File: config.mk
export PLATFORM = sky130hd
export DESIGN_NAME = fc2_weight_loader
export DESIGN_NICKNAME = d
export VERILOG_FILES = /design/src/rtl/fc2_weight_loader.sv
export SDC_FILE = /design/constraint.sdc
export NUM_CORES = 1
export LEC_CHECK = 0
export ABC_CLOCK_PERIOD_IN_PS = 1900
export CAP_MARGIN = 20
export CORE_UTILIZATION = 40
export DETAILED_ROUTE_END_ITERATION = 10
export PLACE_DENSITY = 0.76
export SYNTH_ARGS = -nofsm -noshare
export SYNTH_HDL_FRONTEND = slang
export SYNTH_SLANG_ARGS = --single-unit
File: constraint.sdc
create_clock -name clk -period 1.9 [get_ports clk]
set_input_delay 0.475 -clock clk [delete_from_list [all_inputs] [get_ports clk]]
set_output_delay 0.475 -clock clk [all_outputs]
set_load 0.01 [all_outputs]
File: src/rtl/fc2_weight_loader.sv
// fc2_weight_loader: streams FC2 weights and biases into the weight/bias
// memories and gates the FC2 start pulse until a full weight set is resident.
//
// Ports:
//   clk, reset             clock, synchronous active-high reset
//   load_start, load_abort begin / cancel a weight+bias load (pulses)
//   in_data, in_valid      load stream word and its valid
//   in_ready               word accepted this cycle (LOAD_WM / LOAD_BM)
//   riscv_data             registered memory write data
//   riscv_address          registered memory write address (zero-extended)
//   wm_enable_write        one-hot weight-memory write strobe
//   bm_enable_write        bias-memory write strobe
//   load_busy              load in progress
//   weights_valid          complete weight set resident
//   start_from_previous    inference start from the upstream layer
//   start_fc2              gated start to FC2 (1 cycle later)
//   start_dropped          start rejected, weights not valid (1 cycle later)

module fc2_weight_loader #(
  parameter int DATA_WIDTH   = 32,
  parameter int ADDRESS_BITS = 15,
  parameter int IFM_DEPTH    = 84,
  parameter int NUMBER_OF_WM = 10
) (
  input  logic                    clk,
  input  logic                    reset,
  input  logic                    load_start,
  input  logic                    load_abort,
  input  logic [DATA_WIDTH-1:0]   in_data,
  input  logic                    in_valid,
  output logic                    in_ready,
  output logic [DATA_WIDTH-1:0]   riscv_data,
  output logic [ADDRESS_BITS-1:0] riscv_address,
  output logic [NUMBER_OF_WM-1:0] wm_enable_write,
  output logic                    bm_enable_write,
  output logic                    load_busy,
  output logic                    weights_valid,
  input  logic                    start_from_previous,
  output logic                    start_fc2,
  output logic                    start_dropped
);

  // word_idx counts weight words and also bias words, so it must
  // cover the larger of the two ranges.
  localparam int WI_MAX =
    (IFM_DEPTH > NUMBER_OF_WM) ? IFM_DEPTH : NUMBER_OF_WM;
  localparam int WI_W =
    (WI_MAX > 1) ? $clog2(WI_MAX) : 1;
  localparam int WM_W =
    (NUMBER_OF_WM > 1) ? $clog2(NUMBER_OF_WM) : 1;

  localparam logic [WI_W-1:0] LAST_WORD =
    WI_W'(IFM_DEPTH - 1);
  localparam logic [WI_W-1:0] LAST_BIAS =
    WI_W'(NUMBER_OF_WM - 1);
  localparam logic [WM_W-1:0] LAST_WM =
    WM_W'(NUMBER_OF_WM - 1);

  typedef enum logic [1:0] {
    IDLE,
    LOAD_WM,
    LOAD_BM,
    READY
  } state_t;

  state_t                  state;
  logic [WI_W-1:0]         word_idx;
  logic [WM_W-1:0]         wm_idx;
  logic                    loading;
  logic                    accept;
  logic                    can_start;
  logic [NUMBER_OF_WM-1:0] wm_onehot;

  assign loading   = (state == LOAD_WM) ||
                     (state == LOAD_BM);
  assign in_ready  = loading;
  assign load_busy = loading;
  assign accept    = in_valid & loading;
  assign can_start = (state == READY) & weights_valid;
  assign wm_onehot = NUMBER_OF_WM'(1) << wm_idx;

  always_ff @(posedge clk) begin
    if (reset) begin
      state           <= IDLE;
      word_idx        <= '0;
      wm_idx          <= '0;
      riscv_data      <= '0;
      riscv_address   <= '0;
      wm_enable_write <= '0;
      bm_enable_write <= 1'b0;
      weights_valid   <= 1'b0;
      start_fc2       <= 1'b0;
      start_dropped   <= 1'b0;
    end else begin
      // Strobes are single-cycle; any accept below re-raises one.
      wm_enable_write <= '0;
      bm_enable_write <= 1'b0;

      // Gating looks at the state before this edge, so a start
      // coincident with load_start in READY is still honoured.
      start_fc2     <= start_from_previous & can_start;
      start_dropped <= start_from_previous & ~can_start;

      if (load_abort) begin
        // Abort wins over load_start and swallows any accept.
        state         <= IDLE;
        weights_valid <= 1'b0;
        word_idx      <= '0;
        wm_idx        <= '0;
      end else begin
        case (state)
          IDLE, READY: begin
            if (load_start) begin
              state         <= LOAD_WM;
              word_idx      <= '0;
              wm_idx        <= '0;
              weights_valid <= 1'b0;
            end
          end

          LOAD_WM: begin
            if (accept) begin
              riscv_data      <= in_data;
              riscv_address   <=
                ADDRESS_BITS'(word_idx);
              wm_enable_write <= wm_onehot;
              if (word_idx == LAST_WORD) begin
                word_idx <= '0;
                if (wm_idx == LAST_WM) begin
                  wm_idx <= '0;
                  state  <= LOAD_BM;
                end else begin
                  wm_idx <= wm_idx + 1'b1;
                end
              end else begin
                word_idx <= word_idx + 1'b1;
              end
            end
          end

          LOAD_BM: begin
            if (accept) begin
              riscv_data      <= in_data;
              riscv_address   <=
                ADDRESS_BITS'(word_idx);
              bm_enable_write <= 1'b1;
              if (word_idx == LAST_BIAS) begin
                word_idx      <= '0;
                state         <= READY;
                weights_valid <= 1'b1;
              end else begin
                word_idx <= word_idx + 1'b1;
              end
            end
          end

          default: begin
            state <= IDLE;
          end
        endcase
      end
    end
  end

  // Write strobes are mutually exclusive and at most one-hot.
  a_strobe_excl: assert property (
    @(posedge clk) disable iff (reset)
    !(bm_enable_write && (|wm_enable_write))
  );

  a_wm_onehot: assert property (
    @(posedge clk) disable iff (reset)
    $onehot0(wm_enable_write)
  );

endmodule

==> run metrics <==
Initial Util 42.5%; Crit Path Max Fanout 6; DRC 0; pre-CTS setup slack -84.8 ps; number of port buffers 92; Clock transition at path regs 70 ps; Worst Path Buf+Inv 3; post-detail-place hpwl 4.49 mm; minimum clock period 1880 ps; syn avg cell area 8.24 um2; drt pass-1 iters 4; clock buffer depth 2; fin nets 479; DIE AREA 7240 um2; Ys Warns 0; run status finished, final reports clean; first-pass GRT wire length 10.7 mm; Critical Path Max Stage Delay 340 ps; DIE WIDTH 85.1 um; maxcap violations 0; Critical R2R Launch state[1]; post-synth top area share 47.8%; Setup violations, final 0; CTS buffer count 9; hold endpoint riscv_data[2]; Root Buffer clkbuf_8; Reg2Reg Setup Slack 160 ps; drt wl/cell 12.7 um; total track usage 18.7%; placed cell count 501; core area 6490 um2; pin count of the biggest net entering global routing 41; PwrDens 816 nW/um2; CP max-delay cell dfxtp_1; Die Y-Extent 85.1 um; Clock Skew 10.5 ps; number of global-route vias before repair 2408; Yosys reg bits 66; via count 2598; fmax 532 MHz; initial antenna violation count 0; most common cell after layout, fill and taps aside nand2_1; Yosys top cell by area dfxtp_1; Rows 29; Max IR drop VDD 0.000486 V; I/O pin count 101; drt first-iter violations 132; final worst setup slack 18.8 ps; Worst Hold Launch riscv_data[2]; post-synthesis cell type count 44; worst-path cell chain inv_1 > ha_4 > clkinv_1 > dlygate4sd2_1; setup bufs post-CTS 0; GRT overflow 0; Post-Route WL 6.56 mm; Final Max Slew Viols 0; CP Data Arrival Time 1410 ps; CTS HTree Levels 3; Hold Vio Cnt, Final 0; register area share after synthesis 47.8%; final worst-path cycle share 99.0%; Cells after Synth 335; Hold Crit Class register to register; Antenna diodes 0; most frequent cells in the layout nand2_1, clkdlybuf4s50_1, dfxtp_1; Post-Layout Cell Count 517; FF-to-FF path depth 7; worst hold path cell count 2; hold_ws 453 ps; Required @ worst endpoint 1420 ps; Clock Latency Late Sink 340 ps; crit path launch type register; RSZ-0062 raised after global routing yes; vias per std cell 5.03; Pleak 0.00144 uW; CTS tree done; Crit Path Class register to primary output; CTS hold repair buffers 0; fill count 561; Reg2Reg Capture Point state[1]; largest cells by area after synthesis dfxtp_1, nand2_1, a21oi_1; Mapped Area 2760 um2; layout cells sized above 1 9.55%; Layout Area Growth over Synthesis 46.7%; Sink Count 66; Routed Antenna Nets 0; gp weighted congestion 0.937; CP endpoint kind primary output; delay-heaviest family, CP buffers and inverters
-- power breakdown --
part | switching, uW | internal [uW] | total (uW)
clock | 512 | 871 | 1380
sequential | 19.6 | 1420 | 1440
combinational | 242 | 247 | 488
-- repair_timing --
action                     4_1_cts  5_1_grt
resized for setup                3        1
setup endpoints to repair        2        5
gates cloned                     0        0
-- Yosys cell counts, drive strengths merged --
library cell  instances
nand4b                1
nand2                92
or2                   3
o311ai                1
nor2                 16
a31oi                 4
xnor2                 1
nand3b                2
nor2b                 3
a21oi                46
o21ba                 1
a211oi                2
a21o                  2
clkbuf                8
o21ai                 5
a41oi                 1
o21a                  1
and4                  1
a21boi                1
inv                   7
clkinv                1
nand2b                9
and3                  3
dfxtp                66
a31o                  1
nand3                 8
ha                    6
mux2                  1
o2111a                2
nor4bb                1
nand4bb               1
nor3                  6
nor4                  1
buf                  19
conb                  1
o41ai                 1
o2111ai               4
o211ai                6
-- final cells by class --
type,instances,area (um2),area share [%]
Sequential cell,66,1320,32.6
Multi-Input combinational cell,241,1300,32.1
Timing Repair Buffer,109,1070,26.4
Clock buffer,11,131,3.24
Clock inverter,5,103,2.53
Tap cell,77,96.3,2.38
Inverter,8,30.0,0.741
-- worst max-delay path by stage --
stage,from,end,slack [ps],cells after the start
2_1_floorplan,state[0],riscv_address[6],20,9
3_3_place_gp,in_valid,wm_idx[2],-30,5
3_5_place_dp,in_valid,wm_idx[2],-80,5
4_1_cts,state[0],in_ready,-10,4
5_1_grt,state[0],load_busy,-60,4
6_report,state[0],load_busy,20,4
-- routing by layer --
metal	vias to the layer above	wire length, um	share of wire [%]	GRT usage, %
met3	12	471	7.2	5.06
met4	0	132	2.0	10.2
met1	1165	2810	43	21.7
met5	-	0	0	0
met2	110	3140	48	31.3
li1	1311	-	-	-
-- kinds of logic (layout without fill, tap and decap cells) --
| group | after synthesis | in the layout | synth area share (%) |
|---|---|---|---|
| adders and majority gates | 6 | 6 | 2.72 |
| xor gates and xnor gates | 1 | 1 | 0.317 |
| other | 1 | 8 | 0.136 |
| muxes | 1 | 1 | 0.408 |
| and+or+nand+nor | 147 | 147 | 23.9 |
| AOI/OAI and AO/OA | 78 | 78 | 17.9 |
| buffers and inverters | 35 | 133 | 6.75 |
| DFF | 66 | 66 | 47.8 |
-- worst reg2reg max path: stages (launching register included) --
cell      delay (ps)
dfxtp_1          430
inv_1             90
ha_1             230
nand2b_1         190
a21oi_2          250
buf_4            180
a31oi_1           80
a211oi_1         210
-- sequential cells by signal, summed over array words and instances, names as in the netlist --
signal           cells
word_idx             7
start_dropped        1
wm_enable_write     10
wm_idx               4
weights_valid        1
bm_enable_write      1
riscv_data          32
riscv_address        7
start_fc2            1
state                2
-- per-stage QoR --
| stage | util [%] | setup TNS, ps | cell area [um2] | total power (uW) |
|---|---|---|---|---|
| finish | 62.4 | 0 | 4050 | 3310 |
| global route | 62.4 | -122 | 4050 | 3450 |
| CTS | 62.3 | -20.2 | 4050 | 3340 |
| detailed placement | 58.5 | -239 | 3800 | 1950 |
| global placement | 58.5 | -37.6 | 3800 | 1940 |
| floorplan | - | 0 | 2790 | 1710 |
(Power assumes the default switching activity.)
==> edit: new RTL, config.mk and constraints unchanged <==
One comparison of `word_idx` changes from == to >=.
--- a/src/rtl/fc2_weight_loader.sv
+++ b/src/rtl/fc2_weight_loader.sv
@@ -126,3 +126,3 @@
               wm_enable_write <= wm_onehot;
-              if (word_idx == LAST_WORD) begin
+              if (word_idx >= LAST_WORD) begin
                 word_idx <= '0;
Function: no difference found for any inputs over 4 cycles, from zero or initial values and one cycle with reset high; that may be too few to reach the edited logic, so the function may still have changed.
==> edit against the original RTL <==
Power is 9.9% lower; sequential cell count stayed put; worst setup slack better by 0.048 ns; cell area is 2.6% higher; clock skew is 0.0038 ns lower; routed wire length is 7.5% higher; register-to-register slack worse by 0.09 ns; synthesized area is 3.2% higher; count of clock-buffer cells in the layout stayed put; sequential share of layout area is 0.76 points lower; largest power group unchanged.
==> edit: results (changes against the original RTL) <==
- Leak Pwr: 1.47 nW (+2.4%)
- Fin crit share: 96.5% (-2.5 points)
- Die area: 0.00747 mm² (+3.2%)
- Clock network contribution to total cell area: 4.55% (-1.2 points)
- Avg Vias per Cell: 4.89 (-2.7%)
- Clock Skew: 0.00672 ns (-0.00380 ns)
- Hold Crit Start: riscv_data[14]$_SDFFE_PP0P_
- Final Hold Slack: 0.454 ns (+0.00153 ns)
- Status: complete, no violations
- GRT Util Overall: 19.1% (+0.42 points)
- Worst setup slack after placement: -0.208 ns (-0.123 ns)
- RePlAce Congestion: 0.881 (-6.0%)
- Syn Inst Count: 345 (+3.0%)
- M2 GR Usage: 32.0% (+0.66 points)
- Layout non-clock buf frac: 27.2% (+0.72 points)
- Placed cell areas: 0.00393 mm² (+3.4%)
- GRT met1 Usage: 22.9% (+1.2 points)
- Layout Cells excl Fill: 549 (+6.2%)
- Largest net degree at the start of global routing: 40 (-2.4%)
- R2R Setup Slk: 0.07 ns (-0.09 ns)
- Clock network power: 1.09 mW (-21%)
- Seq pwr share: 47.5% (+4.1 points)
- Fraction of area in registers: 31.8% (-0.76 points)
- Synth area leaders: dfxtp_1, nand2_1, a21oi_1
- Max VDD drop: 0.475 mV (-2.2%)
- Inst Count DP: 532 (+6.2%)
- Final #Nets: 492 (+2.7%)
- First-pass GRT wire length: 11200 µm (+4.8%)
- Number of multi-input logic gates: 247 (+2.5%)
- Arrival time at the worst endpoint: 2.09 ns (+0.68 ns)
- Synth cell count leaders: nand2_1, dfxtp_1, a21oi_1
- DP HPWL: 5010 µm (+12%)
- Multi-input combinational area share: 33.0% (+0.94 points)
-- edit: cell types whose count changed in the layout (fill, tap and decap cells not counted), moves of 3 or more --
| cell | unedited run | this run |
|---|---|---|
| buf_4 | 15 | 25 |
| nor2_1 | 16 | 21 |
| nand2b_1 | 9 | 5 |
| or3_1 | 0 | 4 |
| bufinv_16 | 3 | 0 |
| nand2_1 | 92 | 95 |
| nand3_1 | 8 | 5 |
-- edit: cell families after synthesis --
group / count (synthesis) / share of synthesized area, %
mux: 2 / 0.702
xor+xnor: 1 / 0.307
compound gates: 74 / 16.4
simple gates: 156 / 26.0
flops: 66 / 46.4
fa+ha+maj: 6 / 2.63
other cells: 1 / 0.132
buf+inv: 39 / 7.46
-- edit: repair_timing --
action	CTS	global route
setup endpoints to repair	4	5
pin swaps	1	1
gates cloned	0	0
gates resized for setup	6	6
setup buffers	0	1
-- edit: layer usage --
layer,vias to the layer above,wire length [µm]
li1,1361,-
met1,1227,3120
met2,88,3400
met3,9,444
met4,0,83
met5,-,0
